[src/rtl/serial_subtractor_pkg.sv]
// Shared constants for the bit-serial subtractor.
// State encoding, default width and counter sizing.
package serial_subtractor_pkg;

    localparam int DEF_WIDTH = 4;

    typedef enum logic [1:0] {
        IDLE  = 2'd0,
        SHIFT = 2'd1,
        DONE  = 2'd2
    } state_t;

    function automatic int cnt_w(input int w);
        return $clog2(w + 1);
    endfunction

    localparam int CNT_W = cnt_w(DEF_WIDTH);

endpackage

[src/rtl/serial_subtractor_full_sub.sv]
// One-bit full subtractor: diff = x - y - bin.
// Ports: x, y, bin in; diff, bout out.
module full_subtractor (
    input  logic x,
    input  logic y,
    input  logic bin,
    output logic diff,
    output logic bout
);

    assign diff = x ^ y ^ bin;
    assign bout = (~x & y) | (~(x ^ y) & bin);

endmodule

[src/rtl/serial_subtractor.sv]
// Bit-serial d = a - b, LSB first, with valid/ready on both sides.
// Ports: clk, rst_n, in_valid/in_ready/a/b, out_valid/out_ready/d/borrow/ovf/zero.
module serial_subtractor
    import serial_subtractor_pkg::*;
#(
    parameter int WIDTH = DEF_WIDTH
) (
    input  logic             clk,
    input  logic             rst_n,
    input  logic             in_valid,
    output logic             in_ready,
    input  logic [WIDTH-1:0] a,
    input  logic [WIDTH-1:0] b,
    output logic             out_valid,
    input  logic             out_ready,
    output logic [WIDTH-1:0] d,
    output logic             borrow,
    output logic             ovf,
    output logic             zero
);

    localparam int CW = cnt_w(WIDTH);

    state_t state_q;
    state_t state_d;

    logic [WIDTH-1:0] a_q;
    logic [WIDTH-1:0] b_q;
    logic [WIDTH-1:0] res_q;
    logic [WIDTH-1:0] res_nx;
    logic             am_q;
    logic             bm_q;
    logic             bff_q;
    logic [CW-1:0]    cnt_q;
    logic             last;
    logic             accept;
    logic             fs_diff;
    logic             fs_bout;

    logic [WIDTH-1:0] d_q;
    logic             borrow_q;
    logic             ovf_q;
    logic             zero_q;

    full_subtractor u_fs (
        .x    (a_q[0]),
        .y    (b_q[0]),
        .bin  (bff_q),
        .diff (fs_diff),
        .bout (fs_bout)
    );

    assign accept = (state_q == IDLE) && in_valid;
    assign last   = (cnt_q == CW'(WIDTH - 1));
    // New bit enters at the MSB so the LSB-first stream lands in place.
    assign res_nx = {fs_diff, res_q[WIDTH-1:1]};

    always_ff @(posedge clk or negedge rst_n) begin
        if (!rst_n) begin
            state_q <= IDLE;
        end else begin
            state_q <= state_d;
        end
    end

    always_comb begin
        state_d = state_q;
        unique case (state_q)
            IDLE:    if (in_valid) state_d = SHIFT;
            SHIFT:   if (last) state_d = DONE;
            DONE:    if (out_ready) state_d = IDLE;
            default: state_d = IDLE;
        endcase
    end

    always_comb begin
        in_ready  = 1'b0;
        out_valid = 1'b0;
        unique case (state_q)
            IDLE:    in_ready = 1'b1;
            DONE:    out_valid = 1'b1;
            default: ;
        endcase
    end

    always_ff @(posedge clk or negedge rst_n) begin
        if (!rst_n) begin
            a_q      <= '0;
            b_q      <= '0;
            res_q    <= '0;
            am_q     <= 1'b0;
            bm_q     <= 1'b0;
            bff_q    <= 1'b0;
            cnt_q    <= '0;
            d_q      <= '0;
            borrow_q <= 1'b0;
            ovf_q    <= 1'b0;
            zero_q   <= 1'b0;
        end else if (accept) begin
            a_q   <= a;
            b_q   <= b;
            am_q  <= a[WIDTH-1];
            bm_q  <= b[WIDTH-1];
            bff_q <= 1'b0;
            cnt_q <= '0;
        end else if (state_q == SHIFT) begin
            a_q   <= a_q >> 1;
            b_q   <= b_q >> 1;
            res_q <= res_nx;
            bff_q <= fs_bout;
            cnt_q <= cnt_q + CW'(1);
            // Results load on the final shift edge so they are
            // ready the same cycle out_valid rises.
            if (last) begin
                d_q      <= res_nx;
                borrow_q <= fs_bout;
                ovf_q    <= (am_q ^ bm_q) & (fs_diff ^ am_q);
                zero_q   <= ~|res_nx;
            end
        end
    end

    assign d      = d_q;
    assign borrow = borrow_q;
    assign ovf    = ovf_q;
    assign zero   = zero_q;

endmodule
[config.mk]
export PLATFORM = sky130hd
export DESIGN_NAME = serial_subtractor
export DESIGN_NICKNAME = d
export VERILOG_FILES = /design/src/rtl/serial_subtractor_pkg.sv /design/src/rtl/serial_subtractor_full_sub.sv /design/src/rtl/serial_subtractor.sv
export SDC_FILE = /design/constraint.sdc
export NUM_CORES = 1
export LEC_CHECK = 0
export BUFFER_PORTS_ARGS = -buffer_cell sky130_fd_sc_hd__buf_2
export CAP_MARGIN = 25
export CORE_MARGIN = 3
export CORE_UTILIZATION = 53
export DETAILED_ROUTE_END_ITERATION = 6
export GPL_TIMING_DRIVEN = 0
export PLACE_DENSITY = 0.83
export SLEW_MARGIN = 30
export SYNTH_ARGS = -nofsm -noshare
export SYNTH_HDL_FRONTEND = slang
export SYNTH_SLANG_ARGS = --single-unit
[constraint.sdc]
create_clock -name clk -period 2.2 [get_ports clk]
set_input_delay 0.11 -clock clk [delete_from_list [all_inputs] [get_ports clk]]
set_output_delay 0.11 -clock clk [all_outputs]
set_load 0.005 [all_outputs]
# After elaboration in Yosys (flattened, before gate mapping)
# Index checks and enable logic that the tools add are counted.
# classes
n_reduce_logical	8
mux	14
n_eq_ne	6
addsub	1
bitwise_logic	11
# ops
operator	n
two-way mux 4 bit	4
two-way mux 2 bit	3
two-way mux 3 bit	2
!= test 2 bit, second input constant	3
case mux 2 bit (3 select lines)	1
AND reduction 3 bit	2
two-way mux 1 bit	4
OR reduction 4 bit	1
XOR 1 bit	4
adder 3 x 1 -> 3 bit, second input constant	1
AND 1 bit	3
equality test 3 x 2 -> 1 bit, second input constant	1
NOT 1 bit	3
equality test 2 x 1 -> 1 bit, second input constant	1
equality test 2 bit, second input constant	1
zero test 2 bit	1
AND reduction 2 bit	1
nonzero test 2 bit	1
logical AND 1 bit	1
zero test 1 bit	1
bitwise OR 1 bit	1
# word_totals
reg_bits	27
output_inout_bits	9
wordCells	52

# Logic depth before layout (Yosys ltp)
# Gate-level depths: netlist of the first run.
# depth
word_depth	6
depth_mapped	6

# Modules after synthesis
# Synthesis of the first run repeated with hierarchy kept, for this count alone.
# hier_totals
cells_unflattened	107
area_unflattened_um2	1186.1
# modules_own_cells
mod	area_per_inst_um2	seq_area_each_um2	n_inst	cells_per_inst
serial_subtractor	1154.9	650.6	1	103
full_subtractor	31.3	0.0	1	4

# Worst setup path after synthesis of the first run
# No wires, ideal clock.
# synth_timing
path_type	reg-to-reg
startpoint	register b_q[0]
endpoint	register zero_q, in the netlist zero
slack_ns	0.592
required_time_ns	2.117
stages_incl_launch_ff	5
synth_period_minus_slack_ns	1.608
t_arrival_ns	1.525
path_cell_list	dfrtp_1 -> inv_1 -> fa_1 -> or4_1 -> o21ai_0
# synth_between
elab_chain_len	4
# synth_lines
element	line_no	rtl
from (decl)	serial_subtractor.sv:28	logic [WIDTH-1:0] b_q;
from (signal assigned)	serial_subtractor.sv:108	b_q <= b_q >> 1;
XOR 1 bit (2 in series)	serial_subtractor_full_sub.sv:11	assign diff = x ^ y ^ bin;
named net fs_diff	serial_subtractor.sv:37	logic fs_diff;
OR reduction 4 bit	serial_subtractor.sv:118	zero_q <= ~|res_nx;
zero test 1 bit	serial_subtractor.sv:118	
to (signal assigned)	serial_subtractor.sv:118	
to (decl)	serial_subtractor.sv:43	logic zero_q;
# The timed path passes the listed nets, and every way through them passes these cells.
# A chain may end at the register's enable or synchronous reset.

# Worst setup path after layout of the first run
# Same ends and word-level chain as after synthesis.

==> results of run 1 <==
==> sequential cells by signal (all words and copies together), names as in the netlist <==
signal and count:
bff_q 1, a_q 4, b_q 4, ovf 1, borrow 1, zero 1
d 4, bm_q 1, res_q 3, cnt_q 3, state_q 2, am_q 1
==> what timing repair did <==
action | 4_1_cts | 5_1_grt
endpoints found under the hold margin | 27 | 0
hold buffers | 2 | 0
setup endpoints to repair | 0 | 0
==> layout by cell type, fill, tap and decap left out, drive strengths merged <==
cell / netlist / final
a21oi: 3 / 3
a22oi: 5 / 5
a2bb2oi: 1 / 1
a32o: 1 / 1
and3b: 1 / 1
buf: 3 / 23
clkbuf: 1 / 5
dfrtp: 26 / 26
dlygate4sd3: 0 / 2
fa: 1 / 1
ha: 2 / 2
inv: 7 / 7
mux2: 9 / 9
nand2: 16 / 16
nand2b: 2 / 2
nand3b: 1 / 1
nor2: 2 / 2
nor2b: 2 / 2
nor3b: 1 / 1
o21ai: 15 / 15
o21bai: 1 / 1
or4: 1 / 1
==> per-stage QoR <==
stage / cell area [um2] / total power [W] / hold WS, ns
floorplan: 1120 / 0.00131 / -0.186
global placement: 1260 / 0.00151 / 0.128
detailed placement: 1260 / 0.00156 / 0.134
CTS: 1310 / 0.00180 / 0.0222
global route: 1310 / 0.00194 / 0.0219
finish: 1310 / 0.00178 / 0.0280
==> cells in the mapped netlist, types with 2 or more instances <==
cell	count
nor2_1	2
inv_1	7
nand2_1	16
o21ai_0	15
dfrtp_1	26
buf_2	3
a21oi_1	3
nand2b_1	2
a22oi_1	5
ha_1	2
mux2_2	9
==> power breakdown <==
part,internal (W),total (W),switching [W]
clock network,0.000101,0.000238,0.000136
logic,0.000351,0.000706,0.000355
registers,0.000698,0.000833,0.000135
total,0.00115,0.00178,0.000626
==> layout make-up <==
class | instances | share of cell area
buffer | 4 | 0.0143
timing repair buffer | 22 | 0.0915
inverter | 7 | 0.0200
clock buffer | 4 | 0.0276
tap | 27 | 0.0257
multi-input combinational | 64 | 0.325
sequential | 26 | 0.496
==> cell families after synthesis <==
logic type | share of synthesized area
adders and majority gates | 0.0401
buffers and inverters | 0.0401
and+or+nand+nor | 0.113
AOI/OAI and AO/OA | 0.137
muxes | 0.0903
DFF | 0.580
==> routing by layer <==
metal  GRT usage  up-vias  routed length (um)
met5           0        -                   0
met4       0.105        0                  51
met3      0.0258        4                  71
met2       0.253       16                 920
met1       0.225      371                 916
li1            -      399                   -
==> how the worst max path moves through the flow <==
| stage | to | slack [ns] |
|---|---|---|
| after CTS | zero | 0.41 |
| after floorplan | zero | 0.59 |
| after global placement | zero | 0.51 |
| after global routing | zero | 0.39 |
| after detailed placement | zero | 0.44 |
| final | zero | 0.42 |
==> impl_metrics.py, run 1 <==
metrics = {
    "finish": {
        "syn2layout_area_growth_pct": 16.9,
        "fillerInstances": 167,
        "seq_area_um2": 651,
        "final_nets": 143,
        "multi_input_area_um2": 427,
        "fin_util": 0.662,
        "final_cells": 154,
        "drive_gt1_frac": 0.291,
        "n_antenna_cell": 0,
    },
    "sta": {
        "final-setup-viol-count": 0,
        "min_period_ns": 1.78,
        "worst_pin_slew_ns": 0.549,
        "fin_setup_tns_ns": 0,
        "relSlewSlack": 0.634,
        "finalHoldViolations": 0,
        "maxSlewViolCount": 0,
        "rsz0062_at_grt": "false",
        "fmax_mhz": 562,
        "finClkSkew_ns": 0.00543,
        "timing.final.ws_setup_ns": 0.421,
        "period_share": 0.809,
    },
    "clock_network": {
        "clock_path_buffers": 2,
        "cts_root_buffer": "clkbuf_4",
        "cts_tree": "built",
        "cts_buffers": 3,
        "post-cts-setup-buffers": 0,
        "cts_resized": 0,
        "cts_sinks": 26,
        "path_clk_slew_ns": 0.14,
        "insertion_delay_ns": 0.32,
        "htreeDepth": 1,
    },
    "global_routing": {
        "grt_pass1_vias": 767,
        "gr-usage-all-layers": 0.168,
        "antenna_found_initial": 0,
        "grt-ovfl-total": 0,
        "grt_pass1_wl_um": 3290,
        "grt_max_degree": 27,
    },
    "placed_design": {
        "gp_congestion": 0.749,
        "pre_cts_slack_ns": 0.441,
        "dp.cells": 148,
        "dp_hpwl_um": 1450,
        "port_buffers": 20,
    },
    "critical_path": {
        "slowest_stage": "fa_1",
        "crit_path_max_fanout": 5,
        "rr_startpoint": "b_q[0]",
        "cp.required_ns": 2.44,
        "critPathMaxStageDelay_ns": 0.57,
        "r2r_end": "zero",
        "setup.worst_path.end_class": "flip-flop",
        "rrSetupSlack_ns": 0.42,
        "critPathLaunch": "b_q[0]",
        "path_cells": "inv_1 > fa_1 > or4_1 > o21ai_0",
        "critical_path_class": "flip-flop to flip-flop",
        "crit_arrival_ns": 2.02,
        "startpoint_type": "flip-flop",
        "critPathBufInv": 1,
        "crit_cells": 4,
        "reg2reg_depth": 4,
        "path_delay_family": "adder cells",
    },
    "detailed_routing": {
        "drt_wl_total_um": 1960,
        "routedWlPerCell_um": 12.7,
        "ant_nets": 0,
        "viasPerCell": 5.13,
        "drtIter0Drc": 9,
        "vias": 790,
        "drcViolationCount": 0,
        "firstDrtPassIters": 4,
    },
    "floorplanning": {
        "num_rows": 16,
        "core-area_mm2": 0.00198,
        "die_area_mm2": 0.00271,
        "design.portCount": 21,
        "die_h_um": 52.0,
        "start_util": 0.566,
        "die_w_um": 52.0,
    },
    "synth": {
        "synth_top_cell_by_area": "dfrtp_1",
        "ys_warn_count": 0,
        "synth_top_area_share": 0.580,
        "syn_area_per_cell_um2": 11.1,
        "synthesis.nets": 116,
        "synth_edf_count": 0,
        "syn_inst": 101,
        "ys.flop_type": "dfrtp_1",
        "ys_ff_latch": 26,
        "netlist-cell-type-count": 22,
        "syn_area_mm2": 0.00112,
        "yosysSeqAreaShare": 0.580,
        "synth_area_leaders": "dfrtp_1 (58%), mux2_2 (9.0%), o21ai_0 (6.7%), nand2_1 (5.4%), a22oi_1 (3.3%)",
        "async_reset_ff_frac": 1.00,
    },
    "hold_path": {
        "min_to": "bm_q",
        "worstHoldStart": "b[3]",
        "hold_class": "primary input to flip-flop",
        "hold_depth": 2,
    },
    "power_and_ir_drop": {
        "leakagePower_nw": 0.633,
        "peakVddDrop_uv": 690,
        "powerDensity_mw_per_mm2": 1350,
    },
    "job": {
        "maxCapViolCount": 0,
    },
    "outcome": {
        "outcome": "completed",
    },
}
No activity file was read; power rests on OpenSTA's default activity.
==> run 2: changes to the inputs <==
CORE_UTILIZATION = 48   (was 53)
PLACE_DENSITY = 0.79   (was 0.83)
clock period = 1.6 ns   (was 2.2 ns; I/O delays follow)
==> impl_metrics.py, run 2 (same netlist as run 1, synthesis figures left out) <==
metrics = {
    "outcome": {
        "outcome": "completed",
    },
    "finish": {
        "drive_gt1_frac": 0.349,
        "fin_util": 0.654,
        "layout_common_cells": "dfrtp_1 (26), buf_2 (22), nand2_1 (16)",
        "final_common_cell": "dfrtp_1",
        "syn2layout_area_growth_pct": 21.3,
        "n_antenna_cell": 0,
        "final_nets": 145,
    },
    "clock_network": {
        "htreeDepth": 1,
        "cts_sinks": 26,
        "insertion_delay_ns": 0.32,
        "cts_buffers": 3,
        "path_clk_slew_ns": 0.14,
        "clock_path_buffers": 2,
        "cts_tree": "built",
        "cts_root_buffer": "clkbuf_4",
    },
    "critical_path": {
        "crit_path_max_fanout": 2,
        "rrSetupSlack_ns": 0.02,
        "path_cells": "inv_2 > fa_2 > or4_4 > o21ai_2",
        "cp.required_ns": 1.86,
        "crit_arrival_ns": 1.84,
        "critPathMaxStageDelay_ns": 0.49,
        "slowest_stage": "or4_4",
        "critical_path_class": "flip-flop to flip-flop",
        "startpoint_type": "flip-flop",
        "setup.worst_path.end_class": "flip-flop",
    },
    "floorplanning": {
        "num_rows": 16,
        "die_area_mm2": 0.00295,
        "design.portCount": 21,
        "core-area_mm2": 0.00208,
        "start_util": 0.539,
        "die_h_um": 54.4,
        "die_w_um": 54.4,
    },
    "power_and_ir_drop": {
        "internal_power_w": 0.00176,
        "peakVddDrop_uv": 1080,
        "powerDensity_mw_per_mm2": 1960,
        "p_clk_frac": 0.168,
        "pwr-share-comb": 0.401,
        "power_frac_seq": 0.430,
        "leakagePower_nw": 0.658,
        "p_sw_frac": 0.338,
        "switching_power_w": 0.000902,
    },
    "detailed_routing": {
        "ant_nets": 0,
        "drtIter0Drc": 5,
        "firstDrtPassIters": 2,
        "routedWlPerCell_um": 13.1,
        "viasPerCell": 5.33,
        "drcViolationCount": 0,
        "drt_wl_total_um": 2040,
        "vias": 831,
    },
    "sta": {
        "final-setup-viol-count": 0,
        "rsz0062_at_grt": "true",
        "min_period_ns": 1.58,
        "period_share": 0.989,
        "worst_pin_slew_ns": 0.569,
        "relSlewSlack": 0.620,
        "finalHoldViolations": 0,
        "finClkSkew_ns": 0.00394,
        "fmax_mhz": 632,
        "fin_hold_ws_ns": 0.00429,
        "maxSlewViolCount": 0,
    },
    "global_routing": {
        "antenna_found_initial": 0,
        "grt-ovfl-total": 0,
        "grt_pass1_vias": 826,
        "grt_pass1_wl_um": 3460,
        "gr-usage-all-layers": 0.165,
        "grt_max_degree": 27,
    },
    "job": {
        "maxCapViolCount": 0,
    },
    "placed_design": {
        "port_buffers": 20,
        "gp_congestion": 0.742,
        "dp_hpwl_um": 1500,
    },
    "hold_path": {
        "hold_class": "primary input to flip-flop",
    },
}
## run 2: what timing repair did
action | in CTS | in global routing
endpoints found under the hold margin | 27 | 0
gates resized for setup | 3 | 7
buffers inserted | 1 | 1
setup endpoints to repair | 4 | 6
pin swaps | 1 | 3
hold buffers | 2 | 0
## run 2: final timing paths
check	from	to	depth (start not counted)
max	b_q[0]	zero	4
min	a[3]	am_q	2
max reg2reg	b_q[0]	zero	4
min reg2reg	zero	zero	2
max in group asynchronous	rst_n	a_q[3]	2
min in group asynchronous	rst_n	cnt_q[2]	2
## run 2: area by class of cell
class	count	area (um2)
Clock inverter	1	30.0
Tap cell	27	33.8
Buffer	4	26.3
Multi-Input combinational cell	64	437
Fill cell	173	721
Timing Repair Buffer	24	135
Inverter	7	26.3
Sequential cell	26	651
Clock buffer	3	22.5
## run 2: per-layer routing
layer	vias up	wire length [um]	global-route usage
li1	410	-	-
met1	408	913	0.206
met2	11	1040	0.277
met3	2	66	0.0245
met4	0	20	0.0788
met5	-	0	0
## run 2: worst max-delay path: cells and delay by family, from the launching register on
| family | cells | cell delay (ns) |
|---|---|---|
| AOI/OAI and AO/OA | 1 | 0.13 |
| adders and majority gates | 1 | 0.44 |
| buffers and inverters | 1 | 0.06 |
| DFF | 1 | 0.41 |
| and+or+nand+nor | 1 | 0.49 |
## run 2: stage by stage
stage	setup slack [ns]	cells	area (um2)	setup TNS (ns)	power (W)
final	0.0178	156	1360	0	0.00267
after global routing	-0.0553	156	1360	-0.0572	0.00290
after CTS	-0.0207	155	1340	-0.0207	0.00265
after detailed placement	-0.0992	148	1260	-0.102	0.00215
after global placement	-0.0685	148	1260	-0.0685	0.00207
after floorplan	0.00883	101	1120	0	0.00181
## run 2: power groups by stage
stage | Clock [W] | Sequential [W] | Combinational, W
2_1_floorplan | 0 | 0.00113 | 0.000679
3_3_place_gp | 0 | 0.00114 | 0.000931
3_5_place_dp | 0 | 0.00117 | 0.000986
4_1_cts | 0.000455 | 0.00115 | 0.00104
5_1_grt | 0.000488 | 0.00119 | 0.00122
6_report | 0.000449 | 0.00115 | 0.00107
